===== config.mk =====
export PLATFORM = sky130hd
export DESIGN_NAME = pt_streamer
export DESIGN_NICKNAME = d
export VERILOG_FILES = /design/src/rtl/pt_streamer.sv
export SDC_FILE = /design/constraint.sdc
export NUM_CORES = 1
export LEC_CHECK = 0
export ABC_CLOCK_PERIOD_IN_PS = 2500
export BUFFER_PORTS_ARGS = -buffer_cell sky130_fd_sc_hd__buf_4
export CORE_MARGIN = 3
export CORE_UTILIZATION = 55
export DETAILED_ROUTE_END_ITERATION = 8
export PLACE_DENSITY = 0.89
export SLEW_MARGIN = 20
export SYNTH_ARGS = -nofsm -noshare
export SYNTH_HDL_FRONTEND = slang
export SYNTH_SLANG_ARGS = --single-unit

===== constraint.sdc =====
create_clock -name clk -period 2.5 [get_ports clk]
set_input_delay 0.25 -clock clk [delete_from_list [all_inputs] [get_ports clk]]
set_output_delay 0.25 -clock clk [all_outputs]
set_load 0.01 [all_outputs]

===== src/rtl/pt_streamer.sv =====
// ---------------------------------------------------------------------------
// pt_streamer
//   Downstream consumer of the parallel-crack stage. When start is accepted it
//   latches the discovered 24-bit key and reads a length-prefixed plaintext
//   from pt_mem (address 0 holds the length L, addresses 1..L hold the
//   message). It then emits the key (3 bytes, MSB first, when EMIT_KEY=1)
//   followed by the L message bytes on a valid/ready byte stream.
//
// Parameters
//   EMIT_KEY   1 = prefix the stream with key[23:16], key[15:8], key[7:0]
//
// Ports
//   clk        clock, all state changes on the rising edge
//   rst        synchronous active-high reset
//   start      start request, honoured only in IDLE or DONE
//   key_in     discovered key, latched in the cycle start is accepted
//   pt_addr    pt_mem read address (registered)
//   pt_rddata  pt_mem read data, valid the cycle after pt_addr is presented
//   out_data   stream byte
//   out_valid  out_data is valid
//   out_ready  downstream accepts the byte on out_valid && out_ready
//   out_last   marks the final byte of the stream
//   busy       high from accepted start until DONE
//   done       high in DONE until the next accepted start or reset
// ---------------------------------------------------------------------------
module pt_streamer #(
  parameter bit EMIT_KEY = 1'b1
) (
  input  logic        clk,
  input  logic        rst,
  input  logic        start,
  input  logic [23:0] key_in,
  output logic [7:0]  pt_addr,
  input  logic [7:0]  pt_rddata,
  output logic [7:0]  out_data,
  output logic        out_valid,
  input  logic        out_ready,
  output logic        out_last,
  output logic        busy,
  output logic        done
);

  typedef enum logic [2:0] {
    IDLE, RD_LEN, LAT_LEN, KEY, RD_BYTE, LAT_BYTE, SEND, DONE
  } state_t;

  state_t      state;
  logic [23:0] key_q;
  logic [7:0]  len_q;
  // 9 bits so that idx == L still compares correctly when L = 255.
  logic [8:0]  idx;
  logic [1:0]  kidx;
  logic        accept;

  assign accept = out_valid && out_ready;

  function automatic logic [7:0] key_byte(input logic [23:0] k, input logic [1:0] i);
    case (i)
      2'd0:    key_byte = k[23:16];
      2'd1:    key_byte = k[15:8];
      default: key_byte = k[7:0];
    endcase
  endfunction

  // NOTE: all state and outputs live in one clocked block using non-blocking
  // assignments, so every right-hand side sees the pre-edge value.
  always_ff @(posedge clk) begin
    if (rst) begin
      // NOTE: no storage array here, so every register gets a reset value;
      // pt_mem itself is external and is never reset.
      state     <= IDLE;
      key_q     <= '0;
      len_q     <= '0;
      idx       <= '0;
      kidx      <= '0;
      pt_addr   <= '0;
      out_data  <= '0;
      out_valid <= 1'b0;
      out_last  <= 1'b0;
      busy      <= 1'b0;
      done      <= 1'b0;
    end else begin
      case (state)
        IDLE, DONE: begin
          if (start) begin
            key_q   <= key_in;
            done    <= 1'b0;
            busy    <= 1'b1;
            pt_addr <= 8'd0;
            state   <= RD_LEN;
          end
        end

        // Address 0 is presented during RD_LEN; its data arrives in LAT_LEN.
        RD_LEN: state <= LAT_LEN;

        LAT_LEN: begin
          len_q <= pt_rddata;
          idx   <= 9'd1;
          kidx  <= 2'd0;
          if (EMIT_KEY) begin
            out_data  <= key_q[23:16];
            out_valid <= 1'b1;
            out_last  <= 1'b0;
            state     <= KEY;
          end else if (pt_rddata != 8'd0) begin
            pt_addr <= 8'd1;
            state   <= RD_BYTE;
          end else begin
            busy  <= 1'b0;
            done  <= 1'b1;
            state <= DONE;
          end
        end

        // Key bytes are loaded back to back so an always-ready sink takes
        // one per cycle.
        KEY: begin
          if (accept) begin
            if (kidx == 2'd2) begin
              out_valid <= 1'b0;
              out_last  <= 1'b0;
              if (len_q != 8'd0) begin
                pt_addr <= 8'd1;
                state   <= RD_BYTE;
              end else begin
                busy  <= 1'b0;
                done  <= 1'b1;
                state <= DONE;
              end
            end else begin
              kidx     <= kidx + 2'd1;
              out_data <= key_byte(key_q, kidx + 2'd1);
              // With an empty message the last key byte closes the stream.
              out_last <= (kidx == 2'd1) && (len_q == 8'd0);
            end
          end
        end

        // pt_addr was loaded on entry, so the byte is readable in LAT_BYTE.
        RD_BYTE: state <= LAT_BYTE;

        LAT_BYTE: begin
          out_data  <= pt_rddata;
          out_valid <= 1'b1;
          out_last  <= (idx == {1'b0, len_q});
          state     <= SEND;
        end

        SEND: begin
          if (accept) begin
            out_valid <= 1'b0;
            out_last  <= 1'b0;
            if (idx == {1'b0, len_q}) begin
              busy  <= 1'b0;
              done  <= 1'b1;
              state <= DONE;
            end else begin
              idx     <= idx + 9'd1;
              pt_addr <= idx[7:0] + 8'd1;
              state   <= RD_BYTE;
            end
          end
        end

        default: begin
          state     <= IDLE;
          key_q     <= '0;
          len_q     <= '0;
          idx       <= '0;
          kidx      <= '0;
          pt_addr   <= '0;
          out_data  <= '0;
          out_valid <= 1'b0;
          out_last  <= 1'b0;
          busy      <= 1'b0;
          done      <= 1'b0;
        end
      endcase
    end
  end

endmodule


### Yosys cells after proc, flatten, opt, wreduce, memory -nomap -nowiden

Index checks and enable logic that the tools add are counted.
Widths: inputs -> output; s select.

| operators by class | value |
|---|---|
| $add $sub $neg | 3 |
| multiply operators | 0 |
| divide/modulo/power cells | 0 |
| $lt $le $gt $ge | 0 |
| eq/ne operators | 20 |
| shift operators | 0 |
| mux-type cells | 45 |
| bitwise gates (word level) | 0 |
| reductions and logical operators | 23 |

Operator list:

| kind | count |
|---|---|
| $mux 8 | 8 |
| $pmux 8 s3 | 2 |
| $pmux 3 s7 | 1 |
| $mux 9 | 2 |
| $ne 2x2->1 const B | 9 |
| $pmux 9 s2 | 1 |
| $mux 1 | 17 |
| $pmux 8 s2 | 1 |
| $reduce_and 7->1 | 2 |
| $eq 3x3->1 const B | 4 |
| $mux 3 | 4 |
| $reduce_and 3->1 | 4 |
| $add 9x1->9 const B | 1 |
| $eq 9x8->1 | 1 |
| $pmux 1 s3 | 3 |
| $reduce_bool 3->1 | 3 |
| $add 8x1->8 const B | 1 |
| $logic_not 8->1 | 1 |
| $mux 2 | 4 |
| $reduce_and 4->1 | 2 |
| $reduce_bool 8->1 | 1 |
| $eq 3x2->1 const B | 2 |
| $eq 2x1->1 const B | 2 |
| $pmux 1 s4 | 1 |
| other kinds (11) | 14 |

| storage, ports and cells | value |
|---|---|
| bits in registers | 66 |
| bits in latches | 0 |
| RAM bits | 0 |
| ROM bits | 0 |
| output and inout port bits | 20 |
| memories kept | 0 |

### Depth between registers and ports, before layout

Gate-level depths: netlist of run 1.

| logic depth | value |
|---|---|
| depth in word-level cells | 6 |
| gate-level depth with buffers | 9 |
| depth with buffers taken out | 7 |

### Worst setup path after synthesis of run 1

No wires, ideal clock.

| timing | value |
|---|---|
| kind | reg2reg |
| from | register kidx[0] |
| to | register out_data[5] |
| setup time | 0.070 ns |
| data arrival time | 1.785 ns |
| required time | 2.430 ns |
| path slack | 0.644 ns |
| stages on the path, launching flop included | 9 |
| path buffers | 2 |
| clock period less this slack | 1.856 ns |
| path through | dfxtp_1 -> inv_1 -> ha_1 -> or3_1 -> and3_1 -> buf_6 -> buf_6 -> a211o_1 -> a21oi_1 |

| between the ends | value |
|---|---|
| longest elaborated chain between the ends | 6 |
| elaborated cells between the ends (all ways) | 10 |

Ends and longest elaborated chain:

| item | line | source |
|---|---|---|
| start: declaration | 52 | `logic [1:0] kidx;` |
| start signal: assignment | 132 | `kidx <= kidx + 2'd1;` |
| $add 2x1->2 | 133 | `out_data <= key_byte(key_q, kidx + 2'd1);` |
| $eq 2x1->1 / $logic_not 2->1 (equally long branches) | 58 | `case (i)` |
| $pmux 8 s2 | 58 |  |
| $mux 8 | 120 | `if (kidx == 2'd2) begin` |
| $mux 8 | 119 | `if (accept) begin` |
| $pmux 8 s3 | 83 | `case (state)` |
| end signal: assignment | 102 | `out_data <= key_q[23:16];` |
| end signal: assignment | 133 |  |
| end signal: assignment | 144 | `out_data <= pt_rddata;` |
| end: declaration | 35 | `output logic [7:0] out_data,` |

Several ways; a longest one is shown, not always the timed one. The select of a mux whose other input is x is not followed.
A chain may end at the register's enable or synchronous reset.

### Final worst setup path of run 1

| timing | value |
|---|---|
| from | register state[1] |
| to | register pt_addr[2] |

| between the ends | value |
|---|---|
| longest elaborated chain between the ends | 4 |
| elaborated cells between the ends (all ways) | 14 |

Ends and longest elaborated chain:

| item | line | source |
|---|---|---|
| start: declaration | 47 | `state_t state;` |
| start signal: assignment | 71 | `state <= IDLE;` |
| start signal: assignment | 90 | `state <= RD_LEN;` |
| start signal: assignment | 95 | `RD_LEN: state <= LAT_LEN;` |
| $eq 3x3->1 / $logic_not 3->1 (equally long branches) | 83 |  |
| $reduce_or 2->1 | 83 |  |
| $ne 2x2->1 (no source line) / $reduce_bool 3->1 (equally long branches) | n/a |  |
| $reduce_and 7->1 (no source line) | n/a |  |
| end signal: assignment | 160 | `pt_addr <= idx[7:0] + 8'd1;` |
| end: declaration | 33 | `output logic [7:0] pt_addr,` |

Several ways; a longest one is shown, not always the timed one.

==> results of run 1 <==
-- cells in the mapped netlist (all sizes together), types with 3 or more instances --
library cell / number
nand3: 10
o21a: 3
and2: 3
o21ai: 15
xor2: 10
nor2b: 4
nor4: 4
nor2: 23
o22ai: 9
a21oi: 52
inv: 8
a211o: 8
nand4: 4
a31oi: 3
buf: 13
nor3: 4
o311ai: 3
a22oi: 8
dfxtp: 66
nor3b: 3
clkbuf: 19
or3: 4
nand2: 93
and3: 5
o32ai: 9
ha: 5
o211ai: 3
xnor2: 4
nand2b: 14
-- worst max-delay path: cells and delay by family, from the launching register on --
family / cells / cell delay [ns]
AO/OA/AOI/OAI: 3 / 0.80
buffers and inverters: 1 / 0.19
flip-flops: 1 / 0.65
multiplexers: 1 / 0.34
-- power breakdown --
part / switching, mW / internal [mW]
sequential: 0.0658 / 1.12
clock: 0.436 / 0.458
combinational: 0.331 / 0.209
total: 0.834 / 1.79
-- layer usage --
metal  global-route usage  share of wire  up-vias
li1                     -              -     1581
met1                0.322           0.42     1519
met2                0.374           0.47      179
met3               0.0770          0.092       25
met4               0.0789          0.018        0
met5                    0              0        -
-- final cells by class --
cell class | count | area (um^2)
Clock buffer | 9 | 124
Timing Repair Buffer | 63 | 473
Multi-Input combinational cell | 320 | 1850
Fill cell | 466 | 1750
Tap cell | 72 | 90.1
Sequential cell | 66 | 1320
Inverter | 8 | 30.0
Clock inverter | 7 | 68.8
-- through the flow --
step                area (um^2)  total power [mW]  cells  worst slack (ns)
detailed placement         3760              1.73    529             0.453
global placement           3760              1.71    529             0.537
global route               3960              2.73    545             0.212
finish                     3960              2.62    545             0.408
floorplan                  3350              1.58    426             0.644
CTS                        3960              2.61    545             0.434
-- layout by cell type, fill, tap and decap left out, types with 2 or more instances in the layout --
cell                         count
sky130_fd_sc_hd__buf_4          63
sky130_fd_sc_hd__a31oi_1         3
sky130_fd_sc_hd__o211ai_1        3
sky130_fd_sc_hd__nand4_1         4
sky130_fd_sc_hd__clkinv_2        3
sky130_fd_sc_hd__nand2_1        92
sky130_fd_sc_hd__nor2_1         23
sky130_fd_sc_hd__xor2_1         10
sky130_fd_sc_hd__a211o_1         8
sky130_fd_sc_hd__clkinvlp_4      2
sky130_fd_sc_hd__a21oi_1        51
sky130_fd_sc_hd__clkbuf_8        9
sky130_fd_sc_hd__nor2b_1         4
sky130_fd_sc_hd__o21ai_1         2
sky130_fd_sc_hd__nor3_1          4
sky130_fd_sc_hd__and3_1          5
sky130_fd_sc_hd__nor4_1          3
sky130_fd_sc_hd__o32ai_1         9
sky130_fd_sc_hd__o21a_1          3
sky130_fd_sc_hd__a311oi_1        2
sky130_fd_sc_hd__a22oi_1         8
sky130_fd_sc_hd__nand3_1        10
sky130_fd_sc_hd__o311ai_1        3
sky130_fd_sc_hd__inv_1           8
sky130_fd_sc_hd__nand2b_1       13
sky130_fd_sc_hd__o22ai_1         8
sky130_fd_sc_hd__or3_1           4
sky130_fd_sc_hd__xnor2_1         4
sky130_fd_sc_hd__dfxtp_1        66
sky130_fd_sc_hd__nor3b_1         3
sky130_fd_sc_hd__o21ai_0        13
sky130_fd_sc_hd__and2_1          3
sky130_fd_sc_hd__ha_1            5
sky130_fd_sc_hd__a21o_1          2
-- cells by family (layout without fill, tap and decap cells) --
family,count (synthesis),in the layout,share of synthesized area
XOR/XNOR,14,14,0.0366
buffers and inverters,40,87,0.0552
multiplexers,2,2,0.00634
AO/OA/AOI/OAI,125,125,0.245
AND/OR/NAND/NOR,173,173,0.241
flip-flops,66,66,0.394
adder cells (fa/ha/maj),6,6,0.0216
-- registers in the layout, summed over array words and instances, names as in the netlist --
register and cells:
key_q 24, idx 9, len_q 8, out_data 8
pt_addr 8, state 3, kidx 2, busy 1
done 1, out_last 1, out_valid 1
-- worst paths after layout --
kind | slack [ns] | from | end
hold / removal | 0.15 | key_in[21] | key_q[21]
hold reg to reg | 0.46 | out_data[6] | out_data[6]
setup / recovery | 0.41 | state[1] | pt_addr[2]
setup reg to reg | 0.41 | state[1] | pt_addr[2]
==> run summary, run 1 <==
The flow ran to the end, and the final reports show no timing, DRC or antenna violations. The final count of hold timing violations came out at 0. Headroom to the max-slew limit: 0.473. Mean post-synth cell area: 7.87 um^2. Setup violations remaining at the end of the flow were counted as 0. In this run the number of H-tree levels came out at 3. The top-level port count was 56. The share of the cycle needed by the critical path after routing came out at 0.837. Area overhead of the layout relative to synthesis: 17.9%.

The CTS root buffer was sky130_fd_sc_hd__clkbuf_8. The largest net degree at the start of global routing came out at 78. The nature of the critical path endpoint is a flop. The share of the synthesized area in the top cell type works out to 0.394. Once detail routing completed, the nets flagged for antenna violations numbered 0.

Cell with the largest stage delay on the worst path: sky130_fd_sc_hd__dfxtp_1. The total of max-cap violations is 0. Summed over all cells, the static leakage comes to 1.50 nW. In the final design database the tool counted 509 nets.

The tools report the first-pass GRT wire length as 14200 um. The vias per cell was 6.06; the final worst clock skew was 0.0110 ns. In this run the tool buffered the top-level ports with 55 buffer cells. The number of nets handed over by synthesis was 467. The sum of routed wire length over all layers is 8570 um, and the warning count from the yosys run is 0. Worst-path maximum fanout: 14. For the worst-skew pair, the clock arrives at the later sink with an insertion delay of 0.35 ns.

At the pin with the least slew margin, the transition time is 0.785 ns. The CTS buffer count came out at 9. TritonCTS built the clock tree.

Based on the critical path, the design can be clocked at up to 478 MHz. At the end of routability-driven placement, the weighted congestion stood at 0.855. The tools report the post-route DRC violation count as 0. Power density over the cells: 662 nW/um^2. The delay of the slowest critical-path stage is 0.65 ns, and the floorplan die width is 84.1 um. In the final routed layout, each cell accounts on average for 15.7 um. After clock tree synthesis, the clock-pin slew on the worst setup and hold paths is 0.07 ns. The number of design-rule violations left by the first detailed-router iteration came out at 272.

The core region is 5710 um^2. Element type at the critical path start: a flop. Walking the worst path, the cells encountered are inv_1 -> a211oi_1 -> o22ai_2 -> a21oi_4 -> mux2_1. The number of cell instances on the worst register-to-register path works out to 5. The logs give 0.394 for the proportion of synthesized chip area in sequential cells and 0 for the count of hold buffers inserted by post-cts repair. The number of enable flip-flop cells after synthesis is 0, and the shortest clock period the worst path allows after layout is 2.09 ns. Detailed placement ended at an HPWL of 5970 um. The number of iterations in the first detailed-routing pass is 5.

The tools report the number of global-route vias before repair as 3064. The logs give 0 for the antenna cell count and 0 for the initial antenna violation count. The tools report the initial cell density of the core as 0.588.

The run gives 0.693 as the final cell utilization of the core. Gates resized during post-CTS repair numbered 0. The total of flip-flops plus latches after synthesis is 66. The number of standard-cell rows in the floorplan is 27, and the combined area of all synthesized cells is 3350 um^2. Data on the critical path is required at its endpoint by 2.73 ns. For the arrival time at the worst endpoint, the log shows 2.32 ns. Yosys attributes the largest share of cell area to sky130_fd_sc_hd__dfxtp_1, sky130_fd_sc_hd__nand2_1, sky130_fd_sc_hd__a21oi_1.

The async set-reset flop share out of synthesis was 0. After technology mapping, the gate count stands at 426. Across all layers, the routed design uses 3304 vias. In this run the worst hold path is classified as input port to flop. Hold is met by 0.150 ns. The cell depth of the worst hold path is 3. The most area-hungry cell type in the Yosys netlist was sky130_fd_sc_hd__dfxtp_1. The proportion of layout cells with a drive suffix above 1 is 0.186, and the post-CTS setup repair buffer count is 0. The total overflow left after global routing is 0. Yosys mapped the design onto 53 distinct sky130hd cell types. Setup repair after global routing left no endpoint under its margin.

The tools report the total global-route track usage as 0.243. Most common flop cell mapped by yosys: sky130_fd_sc_hd__dfxtp_1. The worst setup path category is flop to flop.

For the final routed database, the setup TNS stands at 0 ns. The die is 84.1 um tall. The maximum clock insertion buffer count came out at 2. The number of pins with negative max-slew slack in the final report was 0. The tree built by TritonCTS fans out to 66 sinks.

Across the VDD grid, the largest voltage drop is 0.000518 V. Area of the die: 7070 um^2.
Power figures use the tool's default switching activity.
==> run 2: changes to the inputs <==
ABC_AREA = 1   (was not set)
ABC_CLOCK_PERIOD_IN_PS = 2200   (was 2500)
clock period = 2.2 ns   (was 2.5 ns; I/O delays follow)
==> run 2 against run 1 <==
  * Design area rose by 1.5%
  * Sequential power grew 60%
  * Maximum frequency grew 2.8%
  * Count of clock-buffer cells in the layout rose by 4
  * Clock power up 5.1%
  * Routed wire length shrank 1.8%
  * Sequential cell count unchanged
  * First-iteration DRC count shrank 29%
  * Synthesized cell count increased by 15%
  * Die area grew 1.3%
  * Critical path type unchanged
  * Critical endpoint is now idx[2]
==> run summary, run 2 <==
The flow ran to the end, and the final reports show no timing, DRC or antenna violations. TritonCTS built the clock tree. Shortest clock period the worst path allows after layout: 2.04 ns (was 2.09 ns). The total of fill cells in the finished design is 530 (was 466).

Warning count from the yosys run: 0 (unchanged). The async set-reset flop share out of synthesis came out at 0 (unchanged). The count of hold buffers inserted by post-cts repair came out at 0 (unchanged). The vias per cell was 5.49 (was 6.06). Biggest registers after layout: key_q: 24 flops, idx: 9 flops (unchanged). The destination of the critical timing path is idx[2] (was pt_addr[2]).

Arrival time at the worst endpoint: 2.31 ns (was 2.32 ns). The final worst clock skew was 0.0101 ns (was 0.0110 ns). The wire length per cell after detailed routing works out to 13.5 um (was 15.7 um). The most common flop cell mapped by yosys is sky130_fd_sc_hd__dfxtp_1 (unchanged). Clock transition at the registers of the reported paths: 0.07 ns (about the same). The CTS buffer count was 9 (unchanged); the proportion of synthesized chip area in sequential cells was 0.389 (was 0.394). The net count reported at finish came out at 583 (was 509). The run gives 28 (was 27) as the number of standard-cell rows in the floorplan.

The worst setup slack for register-to-register paths came out at 0.16 ns (was 0.41 ns). For the initial antenna violation count, the log shows 0 (unchanged). The final estimated routing congestion in global placement was 0.937 (was 0.855); the total of flip-flops plus latches after synthesis was 66 (unchanged). The tools report the number of iterations in the first detailed-routing pass as 5 (unchanged).

The run gives 0 (unchanged) as the total grt overflow. The flip-flop count of the largest register, all copies and words added works out to 24 (unchanged). Nature of the critical path endpoint: a flop (unchanged). Type of the tightest min-delay check: input port to flop (unchanged). Most area-hungry cell type in the Yosys netlist: sky130_fd_sc_hd__dfxtp_1 (unchanged).

The run gives 6300 um (was 5970 um) as the half-perimeter wire length of the detailed placement result. The highest clock rate is 491 MHz (was 478 MHz), and the floorplan die width is 84.6 um (was 84.1 um). The y dimension of the die works out to 84.6 um (was 84.1 um). Setup violation total in the final timing report: 0 (unchanged).

The worst-path maximum fanout is 13 (was 14). The tools report the number of global-route vias before repair as 3092 (was 3064). The most frequently used cell type in the post-synthesis netlist is sky130_fd_sc_hd__nand2_1 (unchanged). Largest cells by area after synthesis: sky130_fd_sc_hd__dfxtp_1, sky130_fd_sc_hd__nand2_1, sky130_fd_sc_hd__a21oi_1 (unchanged).

The proportion of layout cells with a drive suffix above 1 came out at 0.185 (was 0.186). Setup repair after global routing left no endpoint under its margin. The simple-gate share of the synthesized area is 0.254 (was 0.241).

The element type at the critical path start was a flop (unchanged). The arithmetic-cell share of the synthesized area counting full adders, half adders and majority gates was 0.0184 (was 0.0216). The sum of routed wire length over all layers was 8410 um (was 8570 um); the static leakage was 1.80 nW (was 1.50 nW).

The most common library cell in the layout ignoring fill and taps is sky130_fd_sc_hd__nand2_1 (unchanged). The total global-route track usage was 0.242 (was 0.243). The tools report the data required time at the worst endpoint as 2.47 ns (was 2.73 ns).

The share of cell area taken by muxes after synthesis came out at 0 (was 0.00634). The maximum level of the CTS H-tree was 3 (unchanged). Headroom to the max-slew limit: 0.676 (was 0.473). The critical register-to-register path endpoint was idx[2] (was pt_addr[2]). The run gives 2 (unchanged) as the maximum clock insertion buffer count.

Top library cells by usage in the layout, fill and taps aside: sky130_fd_sc_hd__nand2_1, sky130_fd_sc_hd__inv_1, sky130_fd_sc_hd__dfxtp_1, sky130_fd_sc_hd__buf_4, sky130_fd_sc_hd__a21oi_1 (was sky130_fd_sc_hd__nand2_1, sky130_fd_sc_hd__dfxtp_1, sky130_fd_sc_hd__buf_4, sky130_fd_sc_hd__a21oi_1, sky130_fd_sc_hd__nor2_1). The top register by number of flip-flops is key_q (unchanged). The transition at the pin with the smallest max-transition slack was 0.487 ns (was 0.785 ns); the total of max-cap violations was 0 (unchanged). The number of enable flip-flop cells after synthesis is 0 (unchanged). The number of pins with negative max-slew slack in the final report was 0 (unchanged); the worst supply voltage drop on vdd was 0.000800 V (was 0.000518 V). The power density over the cells was 1340 nW/um^2 (was 662 nW/um^2); the post-route DRC violation count was 0 (unchanged). The remaining antenna violation count was 0 (unchanged). The dominant combinational cell family by area after synthesis is simple AND/OR/NAND/NOR gates (was compound AO/OA/AOI/OAI gates). The port buffer count is 55 (unchanged). Worst setup path category: flop to flop (unchanged).

The area overhead of the layout relative to synthesis is 18.1% (was 17.9%), and the number of design-rule violations left by the first detailed-router iteration is 192 (was 272). The cell count after synthesis is 492 (was 426). The number of placed instances with taps included is 606 (was 529), and the count of distinct cell types in the synthesized netlist is 36 (was 53).

Share of the cycle needed by the critical path after routing: 0.925 (was 0.837). The tools report the number of vias in the routed layout as 3415 (was 3304). The CTS root buffer was sky130_fd_sc_hd__clkbuf_8 (unchanged). The core area is 5960 um^2 (was 5710 um^2).

Mean post-synth cell area: 6.91 um^2 (was 7.87 um^2). The run gives 622 (was 545) as the final standard cell count with taps included and fillers excluded. The number of nets produced by synthesis is 533 (was 467). The tools report the combined area of all synthesized cells as 3400 um^2 (was 3350 um^2). The startpoint of the lowest-slack register-to-register path was state[2] (was state[1]). The top-level port count came out at 56 (unchanged). The xor-xnor portion of the synthesized cell area was 0.00258 (was 0.0366).

The share of the synthesized area in the top cell type came out at 0.389 (was 0.394). The compound-gate portion of the synthesized area works out to 0.216 (was 0.245). The antenna cell count is 0 (unchanged), and the clock latency of the later-clocked register in the worst-skew pair is 0.34 ns (was 0.35 ns).

The tools report the first-pass GRT wire length as 14000 um (was 14200 um). For the post-CTS setup repair buffer count, the log shows 0 (unchanged). The sum of negative setup slack was 0 ns (unchanged). The area of the die came out at 7160 um^2 (was 7070 um^2). The cell depth of the worst hold path came out at 2 (was 3). The number of clock sinks seen by CTS is 66 (unchanged). The total of cells resized after clock tree synthesis is 0 (unchanged). The largest net degree at the start of global routing was 58 (was 78); the initial cell density of the core was 0.571 (was 0.588). The number of cell instances on the worst register-to-register path was 8 (was 5).

The tools report the worst setup path startpoint as state[2] (was state[1]). Final count of hold timing violations: 0 (unchanged). Most used standard cells in the synthesized netlist: sky130_fd_sc_hd__nand2_1, sky130_fd_sc_hd__inv_1, sky130_fd_sc_hd__dfxtp_1 (was sky130_fd_sc_hd__nand2_1, sky130_fd_sc_hd__dfxtp_1, sky130_fd_sc_hd__a21oi_1).
## run 2: cell types whose count changed in the layout (fill, tap and decap cells not counted), moves of 6 or more
cell | before | now
sky130_fd_sc_hd__nand3_1 | 10 | 23
sky130_fd_sc_hd__o21ai_0 | 13 | 54
sky130_fd_sc_hd__a22oi_1 | 8 | 0
sky130_fd_sc_hd__nor2_1 | 23 | 40
sky130_fd_sc_hd__inv_2 | 0 | 7
sky130_fd_sc_hd__xor2_1 | 10 | 1
sky130_fd_sc_hd__o32ai_1 | 9 | 0
sky130_fd_sc_hd__nand2b_1 | 13 | 0
sky130_fd_sc_hd__a41oi_1 | 1 | 8
sky130_fd_sc_hd__a211o_1 | 8 | 0
sky130_fd_sc_hd__nand4_1 | 4 | 10
sky130_fd_sc_hd__inv_1 | 8 | 71
## run 2: cell type report
| cell class | count | area [um^2] | share of cell area |
|---|---|---|---|
| well taps | 75 | 93.8 | 0.0234 |
| inverters | 80 | 303 | 0.0754 |
| repair buffers | 59 | 443 | 0.110 |
| flip-flops and latches | 66 | 1320 | 0.329 |
| multi-input cells | 326 | 1670 | 0.416 |
| clock inverters | 3 | 23.8 | 0.00592 |
| clock buffers | 13 | 159 | 0.0396 |
## run 2: how the worst min path moves through the flow
| stage | start | endpoint |
|---|---|---|
| 2_1_floorplan | pt_rddata[4] | len_q[4] |
| 4_1_cts | rst | busy |
| 3_3_place_gp | key_q[11] | key_q[11] |
| 5_1_grt | rst | kidx[1] |
| 6_report | rst | busy |
| 3_5_place_dp | key_q[0] | key_q[0] |
## run 2: routing by layer
layer	track usage	wire, um
met1	0.293	3550
met3	0.0373	412
met4	0.119	200
met2	0.416	4250
met5	0	0
## run 2: cells by family after synthesis
kind of cell    Yosys count
fa+ha+maj                 5
flops                    66
buf+inv                 100
simple gates            185
compound gates          135
xor+xnor                  1
## run 2: metrics by stage
step                area [um^2]  power [mW]  hold slack (ns)  setup WS (ns)   util
floorplan                  3400        3.75            0.384          0.579      -
global placement           3830        4.36            0.444          0.263  0.643
detailed placement         3830        4.43            0.448          0.201  0.643
CTS                        4010        5.36            0.136          0.193  0.674
global route               4010        5.82            0.138        0.00566  0.674
finish                     4010        5.36            0.136          0.165  0.674
## run 2: critical path, stage by stage, from the launching register on
cell	delay [ns]
sky130_fd_sc_hd__dfxtp_1	0.53
sky130_fd_sc_hd__inv_2	0.16
sky130_fd_sc_hd__nor2_4	0.29
sky130_fd_sc_hd__nand3_1	0.40
sky130_fd_sc_hd__nand2_2	0.23
sky130_fd_sc_hd__inv_2	0.12
sky130_fd_sc_hd__nand2_1	0.08
sky130_fd_sc_hd__nand2_1	0.05
sky130_fd_sc_hd__nor2_1	0.12
## run 2: report_power, final
part / total (mW) / internal [mW] / switching [mW]
sequential: 1.89 / 1.61 / 0.283
clock: 0.941 / 0.474 / 0.467
combinational: 2.53 / 0.957 / 1.57
total: 5.36 / 3.04 / 2.32
